File: src/rtl/uart_ctrl_pkg.sv
`timescale 1ns/1ps
// uart_ctrl_pkg
// Shared definitions for the UART host controller: register addresses,
// STATUS and CTRL bit positions, FSM state encodings and a helper that
// assembles the STATUS byte.
package uart_ctrl_pkg;

  // Register map.
  localparam logic [1:0] ADDR_DATA   = 2'd0;
  localparam logic [1:0] ADDR_STATUS = 2'd1;
  localparam logic [1:0] ADDR_CTRL   = 2'd2;
  localparam logic [1:0] ADDR_RSVD   = 2'd3;

  // STATUS bit positions (bit 7 always reads 0).
  localparam int ST_RX_NONEMPTY = 0;
  localparam int ST_RX_FULL     = 1;
  localparam int ST_TX_EMPTY    = 2;
  localparam int ST_TX_FULL     = 3;
  localparam int ST_RX_OVF      = 4;
  localparam int ST_TX_OVF      = 5;
  localparam int ST_TX_BUSY     = 6;

  // CTRL bit positions (write 1 to clear the matching sticky flag).
  localparam int CTRL_CLR_RX_OVF = 0;
  localparam int CTRL_CLR_TX_OVF = 1;

  typedef enum logic [1:0] {
    TX_IDLE    = 2'd0,
    TX_BUSY    = 2'd1,
    TX_RELEASE = 2'd2
  } tx_state_t;

  typedef enum logic {
    RX_WAIT = 1'b0,
    RX_ACK  = 1'b1
  } rx_state_t;

  function automatic logic [7:0] pack_status(
    input logic rx_nonempty,
    input logic rx_full,
    input logic tx_empty,
    input logic tx_full,
    input logic rx_ovf,
    input logic tx_ovf,
    input logic tx_busy
  );
    logic [7:0] s;
    s                 = 8'h00;
    s[ST_RX_NONEMPTY] = rx_nonempty;
    s[ST_RX_FULL]     = rx_full;
    s[ST_TX_EMPTY]    = tx_empty;
    s[ST_TX_FULL]     = tx_full;
    s[ST_RX_OVF]      = rx_ovf;
    s[ST_TX_OVF]      = tx_ovf;
    s[ST_TX_BUSY]     = tx_busy;
    return s;
  endfunction

endpackage

File: src/rtl/byte_fifo.sv
`timescale 1ns/1ps
// byte_fifo
// 8-bit synchronous FIFO, DEPTH entries (power of two, >= 2).
// Ports:
//   clk, rst_n  - clock, synchronous active-low reset (empties the FIFO)
//   push        - write push_data; accepted when not full, or when full but
//                 a pop is taken in the same cycle
//   push_data   - byte to store
//   pop         - remove the head entry; ignored when empty
//   head        - current head entry (valid only while empty=0)
//   full, empty - occupancy flags derived from the registered count
// Callers that must not accept a push into a full FIFO even with a
// simultaneous pop gate push with full themselves.
module byte_fifo #(
  parameter int DEPTH = 4
) (
  input  logic       clk,
  input  logic       rst_n,
  input  logic       push,
  input  logic [7:0] push_data,
  input  logic       pop,
  output logic [7:0] head,
  output logic       full,
  output logic       empty
);

  localparam int AW = (DEPTH > 1) ? $clog2(DEPTH) : 1;
  localparam int CW = AW + 1;
  localparam logic [CW-1:0] DEPTH_C = CW'(DEPTH);

  logic [7:0]    mem [DEPTH];
  logic [AW-1:0] wr_ptr_reg;
  logic [AW-1:0] rd_ptr_reg;
  logic [CW-1:0] count_reg;
  logic          do_push;
  logic          do_pop;

  assign empty   = (count_reg == '0);
  assign full    = (count_reg == DEPTH_C);
  assign do_pop  = pop && !empty;
  // When full, the slot under wr_ptr is the head being popped this cycle;
  // the head is read combinationally before the edge overwrites it.
  assign do_push = push && (!full || do_pop);
  assign head    = mem[rd_ptr_reg];

  // Storage carries no reset so it maps onto plain RAM.
  always_ff @(posedge clk) begin
    if (do_push) begin
      mem[wr_ptr_reg] <= push_data;
    end
  end

  // Pointers wrap naturally because DEPTH is a power of two.
  always_ff @(posedge clk) begin
    if (!rst_n) begin
      wr_ptr_reg <= '0;
      rd_ptr_reg <= '0;
      count_reg  <= '0;
    end else begin
      if (do_push) begin
        wr_ptr_reg <= wr_ptr_reg + 1'b1;
      end
      if (do_pop) begin
        rd_ptr_reg <= rd_ptr_reg + 1'b1;
      end
      case ({do_push, do_pop})
        2'b10:   count_reg <= count_reg + 1'b1;
        2'b01:   count_reg <= count_reg - 1'b1;
        default: count_reg <= count_reg;
      endcase
    end
  end

endmodule

File: src/rtl/uart_host_ctrl.sv
`timescale 1ns/1ps
// uart_host_ctrl
// Register-mapped host front end for a byte UART. A small register bus
// feeds a TX FIFO drained by the TX handshake FSM; the RX handshake FSM
// fills an RX FIFO that the bus drains through the DATA register.
// Ports:
//   clk, rst_n          - clock, synchronous active-low reset
//   reg_addr/reg_wdata  - register select / write data
//   reg_we/reg_re       - write / read strobes
//   reg_rdata           - registered read data, valid the cycle after reg_re
//   start_tx/tx_value   - byte-transmit request and byte
//   tx_done             - transmit completion from the UART
//   rx_available/rx_value - received byte presented by the UART
//   rx_clear            - acknowledge of the received byte
//   irq                 - high while the RX FIFO holds data
module uart_host_ctrl
  import uart_ctrl_pkg::*;
#(
  parameter int FIFO_DEPTH = 4
) (
  input  logic       clk,
  input  logic       rst_n,
  input  logic [1:0] reg_addr,
  input  logic [7:0] reg_wdata,
  input  logic       reg_we,
  input  logic       reg_re,
  output logic [7:0] reg_rdata,
  output logic       start_tx,
  output logic [7:0] tx_value,
  input  logic       tx_done,
  input  logic       rx_available,
  input  logic [7:0] rx_value,
  output logic       rx_clear,
  output logic       irq
);

  // Bus decode.
  logic wr_data_sel;
  logic wr_ctrl_sel;
  logic rd_data_sel;

  assign wr_data_sel = reg_we && (reg_addr == ADDR_DATA);
  assign wr_ctrl_sel = reg_we && (reg_addr == ADDR_CTRL);
  assign rd_data_sel = reg_re && (reg_addr == ADDR_DATA);

  // FIFOs.
  logic       tx_push;
  logic       tx_pop;
  logic [7:0] tx_head;
  logic       tx_full;
  logic       tx_empty;
  logic       rx_push;
  logic       rx_pop;
  logic [7:0] rx_head;
  logic       rx_full;
  logic       rx_empty;
  logic       rx_capture;

  // A full TX FIFO refuses the write even if the TX FSM pops this cycle.
  assign tx_push = wr_data_sel && !tx_full;
  assign rx_pop  = rd_data_sel && !rx_empty;
  // The RX side may push into a full FIFO when the bus pops in the same
  // cycle; the FIFO itself enforces that.
  assign rx_push = rx_capture;

  byte_fifo #(.DEPTH(FIFO_DEPTH)) tx_fifo (
    .clk       (clk),
    .rst_n     (rst_n),
    .push      (tx_push),
    .push_data (reg_wdata),
    .pop       (tx_pop),
    .head      (tx_head),
    .full      (tx_full),
    .empty     (tx_empty)
  );

  byte_fifo #(.DEPTH(FIFO_DEPTH)) rx_fifo (
    .clk       (clk),
    .rst_n     (rst_n),
    .push      (rx_push),
    .push_data (rx_value),
    .pop       (rx_pop),
    .head      (rx_head),
    .full      (rx_full),
    .empty     (rx_empty)
  );

  // Sticky overflow flags; a set in the same cycle as a clear wins.
  logic tx_ovf_reg;
  logic rx_ovf_reg;
  logic tx_ovf_set;
  logic rx_ovf_set;
  logic tx_ovf_clr;
  logic rx_ovf_clr;

  assign tx_ovf_set = wr_data_sel && tx_full;
  assign rx_ovf_set = rx_capture && rx_full && !rx_pop;
  assign tx_ovf_clr = wr_ctrl_sel && reg_wdata[CTRL_CLR_TX_OVF];
  assign rx_ovf_clr = wr_ctrl_sel && reg_wdata[CTRL_CLR_RX_OVF];

  always_ff @(posedge clk) begin
    if (!rst_n) begin
      tx_ovf_reg <= 1'b0;
      rx_ovf_reg <= 1'b0;
    end else begin
      tx_ovf_reg <= tx_ovf_set || (tx_ovf_reg && !tx_ovf_clr);
      rx_ovf_reg <= rx_ovf_set || (rx_ovf_reg && !rx_ovf_clr);
    end
  end

  // TX FSM: state register.
  tx_state_t tx_state_reg;
  tx_state_t tx_state_next;

  always_ff @(posedge clk) begin
    if (!rst_n) begin
      tx_state_reg <= TX_IDLE;
    end else begin
      tx_state_reg <= tx_state_next;
    end
  end

  // TX FSM: next state. TX_RELEASE waits for tx_done to drop so a new
  // byte is never offered while the UART still reports the old one done.
  always_comb begin
    tx_state_next = tx_state_reg;
    case (tx_state_reg)
      TX_IDLE:    if (!tx_empty) tx_state_next = TX_BUSY;
      TX_BUSY:    if (tx_done)   tx_state_next = TX_RELEASE;
      TX_RELEASE: if (!tx_done)  tx_state_next = TX_IDLE;
      default:                   tx_state_next = TX_IDLE;
    endcase
  end

  // TX FSM: outputs. start_tx is a decode of the state register, so it
  // is high exactly while in TX_BUSY.
  always_comb begin
    tx_pop   = 1'b0;
    start_tx = 1'b0;
    case (tx_state_reg)
      TX_IDLE: tx_pop   = !tx_empty;
      TX_BUSY: start_tx = 1'b1;
      default: ;
    endcase
  end

  logic [7:0] tx_value_reg;

  always_ff @(posedge clk) begin
    if (!rst_n) begin
      tx_value_reg <= 8'h00;
    end else if (tx_pop) begin
      tx_value_reg <= tx_head;
    end
  end

  assign tx_value = tx_value_reg;

  // RX FSM: state register.
  rx_state_t rx_state_reg;
  rx_state_t rx_state_next;

  always_ff @(posedge clk) begin
    if (!rst_n) begin
      rx_state_reg <= RX_WAIT;
    end else begin
      rx_state_reg <= rx_state_next;
    end
  end

  // RX FSM: next state.
  always_comb begin
    rx_state_next = rx_state_reg;
    case (rx_state_reg)
      RX_WAIT: if (rx_available)  rx_state_next = RX_ACK;
      RX_ACK:  if (!rx_available) rx_state_next = RX_WAIT;
      default:                    rx_state_next = RX_WAIT;
    endcase
  end

  // RX FSM: outputs. The byte is taken in the same cycle rx_available is
  // seen in RX_WAIT; rx_clear stays up only while in RX_ACK.
  always_comb begin
    rx_capture = 1'b0;
    rx_clear   = 1'b0;
    case (rx_state_reg)
      RX_WAIT: rx_capture = rx_available;
      RX_ACK:  rx_clear   = 1'b1;
      default: ;
    endcase
  end

  // Register read path.
  logic [7:0] status;
  logic [7:0] rdata_next;
  logic [7:0] rdata_reg;

  assign status = pack_status(!rx_empty, rx_full, tx_empty, tx_full,
                              rx_ovf_reg, tx_ovf_reg,
                              tx_state_reg != TX_IDLE);

  always_comb begin
    rdata_next = 8'h00;
    case (reg_addr)
      ADDR_DATA:   rdata_next = rx_empty ? 8'h00 : rx_head;
      ADDR_STATUS: rdata_next = status;
      ADDR_CTRL:   rdata_next = 8'h00;
      ADDR_RSVD:   rdata_next = 8'h00;
      default:     rdata_next = 8'h00;
    endcase
  end

  always_ff @(posedge clk) begin
    if (!rst_n) begin
      rdata_reg <= 8'h00;
    end else if (reg_re) begin
      rdata_reg <= rdata_next;
    end
  end

  assign reg_rdata = rdata_reg;
  assign irq       = !rx_empty;

endmodule

File: config.mk
export PLATFORM = sky130hd
export DESIGN_NAME = uart_host_ctrl
export DESIGN_NICKNAME = d
export VERILOG_FILES = /design/src/rtl/uart_ctrl_pkg.sv /design/src/rtl/byte_fifo.sv /design/src/rtl/uart_host_ctrl.sv
export SDC_FILE = /design/constraint.sdc
export NUM_CORES = 1
export LEC_CHECK = 0
export BUFFER_PORTS_ARGS = -buffer_cell sky130_fd_sc_hd__buf_2
export CELL_PAD_IN_SITES_DETAIL_PLACEMENT = 0
export CELL_PAD_IN_SITES_GLOBAL_PLACEMENT = 1
export CORE_ASPECT_RATIO = 0.75
export CORE_MARGIN = 3
export CORE_UTILIZATION = 44
export DETAILED_ROUTE_END_ITERATION = 10
export PLACE_DENSITY = 0.73
export REMOVE_ABC_BUFFERS = 1
export SLEW_MARGIN = 40
export SYNTH_ARGS = -nofsm -noshare
export SYNTH_HDL_FRONTEND = slang
export SYNTH_HIERARCHICAL = 1
export SYNTH_SLANG_ARGS = --single-unit
File: constraint.sdc
create_clock -name clk -period 2.75 [get_ports clk]
set_clock_uncertainty 0.05 [all_clocks]
set_input_delay 0.825 -clock clk [delete_from_list [all_inputs] [get_ports clk]]
set_output_delay 0.825 -clock clk [all_outputs]
set_load 0.005 [all_outputs]
After elaboration in Yosys (flattened, before gate mapping) --
Memories as Yosys holds them, arrays and structs flattened. A register that Yosys moved wholly into a read port is not among the register bits. Index checks and enable logic that the tools add are counted.
Word-level totals: register bits 27, memory bits (writable) 64, input port bits 24, output and inout bits 19, logic and storage cells 91, memories 2
Memory list:
- rx_fifo.mem | depth 4, width 8, read ports 1, clocked after memory_dff 1, write ports 1, line byte_fifo.sv:31 | logic [7:0] mem [DEPTH];
- tx_fifo.mem | depth 4, width 8, read ports 1, clocked after memory_dff 1, write ports 1, line byte_fifo.sv:31
Cells by class: add/sub/neg operators 8, eq/ne operators 14, muxes and demuxes 19, reductions and logical operators 37
Operators with widths (number):
- $pmux W8 S3 | 1
- $logic_and A1 B1 Y1 | 16
- $pmux W3 S2 | 2
- $eq A2 B2 Y1 const B | 5
- $mux W2 | 5
- $mux W1 | 9
- $add A2 B1 Y2 const B | 4
- $eq A2 B1 Y1 const B | 4
- $logic_not A1 Y1 | 8
- $mux W8 | 1
- $add A3 B1 Y3 const B | 2
- $eq A3 B3 Y1 const B | 2
- $logic_not A3 Y1 | 2
- $ne A2 B2 Y1 const B | 3
- $pmux W2 S3 | 1
- $reduce_bool A2 Y1 | 3
- $sub A3 B1 Y3 const B | 2
- $logic_not A2 Y1 | 2
- $logic_or A1 B1 Y1 | 4
- $reduce_and A3 Y1 | 1
- $reduce_or A2 Y1 | 1

Logic depth before layout (Yosys ltp) --
Gate-level depths: netlist of the first run.
depth after elaboration 8, gate-level depth with buffers 13, gate-level depth less buffers 12

Modules after synthesis --
Netlist of the first run, hierarchy kept.
Modules (own cells, without submodules):
- byte_fifo at rx_fifo | instances 1, cells an instance 102, area each 1699.1 µm², sequential area each 1141.1 µm²
- byte_fifo at tx_fifo | instances 1, cells an instance 96, area each 1645.3 µm², sequential area each 1141.1 µm²
- uart_host_ctrl | instances 1, cells an instance 100, area each 909.6 µm², sequential area each 420.4 µm²

Least setup slack after synthesis of the first run --
OpenSTA, ideal clock, no wires.
kind input port to flip-flop, start in reg_addr[0], end reg rx_fifo.count_reg[2], library setup time 0.072 ns, arrival 2.820 ns, data required time 2.628 ns, slack -0.192 ns, stages 10, buffers on the path 1, path through buf_2 > nor3_1 > nand2_1 > inv_1 > o31a_1 > or2b_1 > fa_1 > nand2b_1 > o31ai_1 > mux2i_1
On the way: longest elaborated chain between the ends 8, elaborated cells between the ends (all ways) 10, classes of those cells 2 x eq/ne; 1 x mux; 7 x reduce/logical
RTL lines:
- from (decl) | line uart_host_ctrl.sv:23 | input logic [1:0] reg_addr,
- $logic_not A2 Y1 (*) | line uart_host_ctrl.sv:44 | assign rd_data_sel = reg_re && (reg_addr == ADDR_DATA);
- $logic_and A1 B1 Y1 (*) | line uart_host_ctrl.sv:44
- $logic_and A1 B1 Y1 (*) | line uart_host_ctrl.sv:61 | assign rx_pop = rd_data_sel && !rx_empty;
- net rx_pop | line uart_host_ctrl.sv:53 | logic rx_pop;
- $logic_and A1 B1 Y1 (*) | line byte_fifo.sv:40 | assign do_pop = pop && !empty;
- $logic_or A1 B1 Y1 | line byte_fifo.sv:43 | assign do_push = push && (!full || do_pop);
- $logic_and A1 B1 Y1 | line byte_fifo.sv:43
- $eq A2 B1 Y1 / $eq A2 B2 Y1 (equally long branches) | line byte_fifo.sv:66 | case ({do_push, do_pop})
- $pmux W3 S2 / $reduce_bool A2 Y1 (equally long branches)
- to (signal assigned) | line byte_fifo.sv:67 | 2'b10: count_reg <= count_reg + 1'b1;
- to (signal assigned) | line byte_fifo.sv:68 | 2'b01: count_reg <= count_reg - 1'b1;
- to (signal assigned) | line byte_fifo.sv:69 | default: count_reg <= count_reg;
- to (decl) | line byte_fifo.sv:34 | logic [CW-1:0] count_reg;
Mark *: on every way through the listed nets, which the timed path passes. The rest lies on a longest branch. A chain may end at the register's enable or synchronous reset.

Worst setup path in the final report of the first run --
start reg tx_fifo.count_reg[2], end reg tx_fifo.count_reg[2]
On the way: longest elaborated chain between the ends 8, elaborated cells between the ends (all ways) 15, classes of those cells 2 x add/sub; 3 x eq/ne; 2 x mux; 8 x reduce/logical
RTL lines:
- from (decl) | line byte_fifo.sv:34
- from (signal assigned) | line byte_fifo.sv:67
- from (signal assigned) | line byte_fifo.sv:68
- from (signal assigned) | line byte_fifo.sv:69
- $logic_not A3 Y1 (*) | line byte_fifo.sv:38 | assign empty = (count_reg == '0);
- net tx_empty | line uart_host_ctrl.sv:51 | logic tx_empty;
- $logic_not A1 Y1 (*) | line uart_host_ctrl.sv:141 | TX_IDLE: tx_pop = !tx_empty;
- $mux W1 (*) | line uart_host_ctrl.sv:140 | case (tx_state_reg)
- net tx_pop | line uart_host_ctrl.sv:48 | logic tx_pop;
- $logic_and A1 B1 Y1 (*) | line byte_fifo.sv:40
- net tx_fifo.do_pop | line byte_fifo.sv:36 | logic do_pop;
- $logic_or A1 B1 Y1 | line byte_fifo.sv:43
- $logic_and A1 B1 Y1 | line byte_fifo.sv:43
- $eq A2 B1 Y1 / $eq A2 B2 Y1 (equally long branches) | line byte_fifo.sv:66
- $pmux W3 S2 / $reduce_bool A2 Y1 (equally long branches)
Marks and branches as above.

==> results of run 1 <==
==> worst max-delay path, stage by stage (launching register included) <==
cell,delay [ps]
dfxtp_1,390
nor3_2,60
or3_1,420
clkinv_8,70
inv_2,50
nor2_1,200
ha_1,220
inv_1,60
fa_1,380
xor2_1,160
or3_1,300
a21boi_1,130
==> routing by layer <==
layer | vias to the layer above | GRT usage | share of wire
li1 | 1222 | - | -
met2 | 57 | 0.213 | 0.42
met5 | - | 0 | 0
met1 | 1163 | 0.236 | 0.50
met4 | 0 | 0.0572 | 0.017
met3 | 11 | 0.0479 | 0.064
==> what timing repair did <==
| action | CTS | global route |
|---|---|---|
| gates resized for setup | 0 | 2 |
| endpoints found under the setup margin | 0 | 1 |
| hold endpoints to repair | 0 | 0 |
| buffers inserted | 0 | 0 |
==> logic make-up (layout without fill, tap and decap cells) <==
group                      after synthesis  count (layout)  synth area share
DFF                                    103             103             0.635
and+or+nand+nor                         77              77            0.0988
AOI/OAI and AO/OA                       51              51            0.0865
buffers and inverters                   28              96            0.0329
muxes                                   20              20            0.0941
adders and majority gates               11              11            0.0359
xor gates and xnor gates                 8               8            0.0165
==> power groups by stage <==
stage / clock network [mW] / logic [mW] / registers [mW]
6_report: 1.19 / 0.217 / 1.71
3_3_place_gp: 0 / 0.217 / 1.74
5_1_grt: 1.30 / 0.245 / 1.71
4_1_cts: 1.24 / 0.221 / 1.71
3_5_place_dp: 0 / 0.220 / 1.74
2_1_floorplan: 0 / 0.110 / 1.74
==> layout make-up <==
| class | count | area (um^2) |
|---|---|---|
| fill | 816 | 4230 |
| clock inverter | 5 | 40.0 |
| inverter | 16 | 72.6 |
| tap | 128 | 160 |
| multi-input combinational | 167 | 1410 |
| clock buffer | 11 | 243 |
| sequential | 103 | 2710 |
| timing repair buffer | 64 | 375 |
==> cells in the final DEF, fill, tap and decap left out, types with 8 or more instances in the layout <==
cell,instances
edfxtp_1,64
buf_2,42
dfxtp_1,37
nand2_1,32
buf_4,22
and2_1,16
mux4_2,16
inv_1,14
o21ai_0,14
a21boi_2,9
clkbuf_16,9
ha_1,9
a21oi_1,8
==> per-stage QoR <==
| stage | instances | setup TNS (ps) | setup slack, ps | hold slack [ps] |
|---|---|---|---|---|
| after floorplan | 286 | -55.1 | -55.1 | 406 |
| after global placement | 478 | -50.0 | -50.0 | 401 |
| after detailed placement | 478 | -112 | -84.5 | 405 |
| after CTS | 494 | 0 | 116 | 414 |
| after global routing | 494 | 0 | 44.8 | 438 |
| final | 494 | 0 | 178 | 411 |
==> path summary, 6_finish.rpt <==
check	start	end	slack (ps)
setup / recovery	tx_fifo/count_reg[2]	tx_fifo/count_reg[2]	180
hold reg to reg	tx_value[1]	tx_value[1]	410
setup reg to reg	tx_fifo/count_reg[2]	tx_fifo/count_reg[2]	180
hold / removal	tx_value[1]	tx_value[1]	410
==> impl_metrics.ini, run 1 <==
[global_routing]
grt_pass1_vias = 2447
grt_first_pass_wirelength_um = 12900
grt_max_degree = 21
grt_usage = 0.157
antenna_found_initial = 0
grt.overflow.total = 0

[logic_synthesis]
seq_area_frac_synth = 0.635
ys.warnings.count = 6
syn_area_per_cell_um2 = 14.3
synthDistinctLibCells = 48
synth_top_cells_by_count = edfxtp_1, dfxtp_1, nand2_1, and2_1, mux4_2
synthesis.area_mm2 = 0.00425
synth_cells = 298
synth_edf_count = 64
synth_largest_area_cell = edfxtp_1
yosysMostFrequentCell = edfxtp_1
synth-seq-cells = 103
synth.area.top_cells = edfxtp_1, dfxtp_1, mux4_2
ys_async_sr_fraction = 0
synth_top_area_frac = 0.452
ys.flop_type = edfxtp_1

[clocking]
clk_latency_ps = 340
ctsRootBufferMaster = clkbuf_16
htree_levels = 3
postCtsHoldBufs = 0
max-clock-path-buffers = 2
cts.sinks = 103
cts_buffers = 9
path_clk_slew_ps = 70
tritoncts = built

[route]
drt_iter0_drc = 135
viasPerCell = 4.97
drt-total-wl_um = 7700
routedWlPerCell_um = 15.6
vias = 2453
ant_nets = 0
firstDrtPassIters = 4
drc = 0

[status]
outcome = complete, no violations

[power]
pwr-share-seq = 0.548
p_leak_nw = 1.83
combPwrFrac = 0.070
p_sw_frac = 0.219
peakVddDrop_uv = 478
p_per_area_mw_per_mm2 = 622
switchingPower_uw = 683
clkPwrFrac = 0.383
p_total_mw = 3.11
power.internal_mw = 2.43

[die]
die_w_um = 120
rows = 30
boundaryPins = 43
dieArea_mm2 = 0.0109
coreArea_mm2 = 0.00923
fp.dieH_um = 91.2
start_util = 0.461

[final_layout]
syn2layout_area_growth_pct = 17.7
final_util = 0.542
antenna_cells = 0
postLayoutCellArea_mm2 = 0.00501
final_layout_size_suffix_gt1_frac = 0.309
reg_top3 = rx_fifo/mem: 32 flops, tx_fifo/mem: 32 flops
nets = 396

[sta]
finalMaxSlewViolations = 0
fmax_ghz = 0.389
min_period_over_period = 0.935
relSlewSlack = 0.631
layout_min_cycle_time_ps = 2570
final-hold-violation-count = 0
worstMarginPinSlew_ps = 549
setup_viol = 0
rsz0062_at_grt = false

[worst_setup_path]
worstSetupPathType = flip-flop to flip-flop
required_ps = 2980
cp_max_fo = 4
cp-start-kind = flip-flop
crit_arrival_ps = 2800
worst_setup_path_end_kind = flip-flop
r2r_cells = 11

[run]
cap_viol_max_count = 0

[placed_design]
dp_hpwl_um = 5560
port_buffers = 42
gp_congestion = 0.733
place_area_mm2 = 0.00472

[hold_path]
hold_path_depth = 2
worstHoldPathType = flip-flop to flip-flop
Note: power is estimated with default switching activity, not from simulation.
==> inputs of run 2 (changes only) <==
BUFFER_PORTS_ARGS = -buffer_cell sky130_fd_sc_hd__buf_4   (was -buffer_cell sky130_fd_sc_hd__buf_2)
CORE_UTILIZATION = 48   (was 44)
PLACE_DENSITY = 0.76   (was 0.73)
SYNTH_HIERARCHICAL = not set   (was 1)
clock period = 2.85 ns   (was 2.75 ns; I/O delays follow)
==> run 2 against run 1 <==
Cell count fell by 8.1%. Combinational power rose to 3.8 times the previous value. Die area fell by 12%. Flip-flop and latch count fell by 2. Clock-buffer cell count fell by 1. Synthesized area fell by 4.6%. Clock power barely moved. Power rose by 23%. Via count rose by 0.49%. Hold slack barely moved. Sequential share of layout area rose by 0.22 points. Synthesized cell count fell by 5.0%. Critical endpoint is now tx_fifo.count_reg[2]. Largest power group unchanged.
==> impl_metrics.ini, run 2 <==
[status]
outcome = complete, no violations

[logic_synthesis]
synth-seq-cells = 101
synth_cells = 283
ys.flop_type = edfxtp_1
synth_top_area_frac = 0.473
synth_top_family_by_area = simple AND/OR/NAND/NOR gates
syn_area_per_cell_um2 = 14.3
synthMuxAreaShare = 0.0937
synth_edf_count = 64
ys.warnings.count = 0
synth_xor_area_frac = 0.0108
ys_async_sr_fraction = 0
synth_compound_area_frac = 0.0758
synthDistinctLibCells = 42
synth.area.top_cells = edfxtp_1, dfxtp_1, mux4_2
synthAdderAreaFrac = 0.0407
seq_area_frac_synth = 0.656
synth-simple-area-share = 0.0955
synth_largest_area_cell = edfxtp_1
yosysMostFrequentCell = edfxtp_1
synthesis.area_mm2 = 0.00406
synth_top_cells_by_count = edfxtp_1, dfxtp_1, a21oi_1, inv_1, mux4_2

[worst_setup_path]
cp-start-kind = input pin
crit_path_start = reg_addr[1]
required_ps = 3070
worstSetupPathType = input pin to flip-flop
crit_arrival_ps = 2710
r2r_cells = 9
reg2reg_from = rx_fifo.count_reg[2]
cp_max_fo = 7
worst_setup_path_end_kind = flip-flop
r2r-end = rx_fifo.count_reg[2]
reg2reg_slack_ps = 520
crit_path_end = tx_fifo.count_reg[2]

[route]
drc = 0
routedWlPerCell_um = 17.2
drt_iter0_drc = 184
drt-total-wl_um = 7800
ant_nets = 0
vias = 2465
viasPerCell = 5.43
firstDrtPassIters = 4

[placed_design]
dp.cells = 438
port_buffers = 42
place_area_mm2 = 0.00461
gp_congestion = 0.757
place_ws_ps = 6.92
dp_hpwl_um = 5580

[sta]
hold_slack_ps = 412
rsz0062_at_grt = false
final-hold-violation-count = 0
layout_min_cycle_time_ps = 2490
min_period_over_period = 0.874
relSlewSlack = 0.534
setup_slack_ps = 360
worstMarginPinSlew_ps = 699
finalMaxSlewViolations = 0
setup_viol = 0
setup_tns_ps = 0
fmax_ghz = 0.402

[die]
boundaryPins = 43
die_w_um = 112
start_util = 0.504
dieArea_mm2 = 0.00961
fp.dieH_um = 85.7
rows = 28
coreArea_mm2 = 0.00806

[clocking]
htree_levels = 3
clk_latency_ps = 340
tritoncts = built
cts.sinks = 101
cts_resized = 0
ctsRootBufferMaster = clkbuf_16
path_clk_slew_ps = 70
cts_setup_buffers = 0
postCtsHoldBufs = 0
max-clock-path-buffers = 2
cts_buffers = 9

[hold_path]
min_from = tx_value[7]
worstHoldPathType = flip-flop to flip-flop

[final_layout]
reg_top3 = rx_fifo.mem: 32 flops, tx_fifo.mem: 32 flops
antenna_cells = 0
nets = 380
final_cell_mix = edfxtp_1, buf_4, dfxtp_1
postLayoutCellArea_mm2 = 0.00491
layout_commonest_cell = edfxtp_1
final_util = 0.609
final_cells = 454
syn2layout_area_growth_pct = 20.9
final_layout_size_suffix_gt1_frac = 0.284

[global_routing]
grt_first_pass_wirelength_um = 12600
grt.met2_usage = 0.265
grt.overflow.total = 0
met3_usage = 0.0472
antenna_found_initial = 0
grt_busiest_layer = met2
use_met1 = 0.241
grt_usage = 0.174
grt_pass1_vias = 2459
grt_max_degree = 22

[power]
combPwrFrac = 0.217
clkPwrFrac = 0.314
power.internal_mw = 2.80
p_total_mw = 3.84
switchingPower_mw = 1.04
p_leak_nw = 1.76
pwr-share-seq = 0.469
p_sw_frac = 0.271
peakVddDrop_uv = 345
p_per_area_mw_per_mm2 = 781

[run]
cap_viol_max_count = 0
[run 2: area by class of cell]
| cell class | instances | area [um^2] |
|---|---|---|
| Clock buffer | 10 | 229 |
| Timing Repair Buffer | 62 | 465 |
| Multi-Input combinational cell | 153 | 1280 |
| Sequential cell | 101 | 2660 |
| Inverter | 17 | 63.8 |
| Tap cell | 105 | 131 |
| Clock inverter | 6 | 71.3 |
| Fill cell | 622 | 3150 |
[run 2: per-layer routing]
metal | wire length, um | up-vias | part of all wire
met5 | 0 | - | 0
met4 | 138 | 0 | 0.018
met3 | 444 | 12 | 0.057
met2 | 3600 | 56 | 0.46
met1 | 3620 | 1207 | 0.46
li1 | - | 1190 | -
[run 2: worst min-delay path by stage]
stage / endpoint / cells past startpoint
4_1_cts: tx_value[7] / 2
5_1_grt: tx_value[3] / 2
3_5_place_dp: tx_value[7] / 2
3_3_place_gp: tx_value[3] / 2
2_1_floorplan: rx_ovf_reg / 2
6_report: tx_value[7] / 2
[run 2: worst max-delay path, stage by stage]
cell and delay (ps):
buf_4 120, buf_4 150, or3b_2 480, nor2_1 100, inv_1 40, ha_1 190
inv_1 80, fa_1 180, xor2_1 70, or3_1 300, a21oi_1 140
[run 2: cells by family after synthesis]
family	after synthesis
flops	101
buf+inv	29
fa+ha+maj	12
compound gates	49
mux	18
xor+xnor	5
simple gates	69
[run 2: power groups by stage]
stage	registers, mW	clock network, mW	logic (mW)
final	1.80	1.20	0.832
after global routing	1.82	1.30	0.918
after CTS	1.80	1.23	0.836
after detailed placement	1.83	0	0.834
after global placement	1.83	0	0.805
after floorplan	1.81	0	0.468
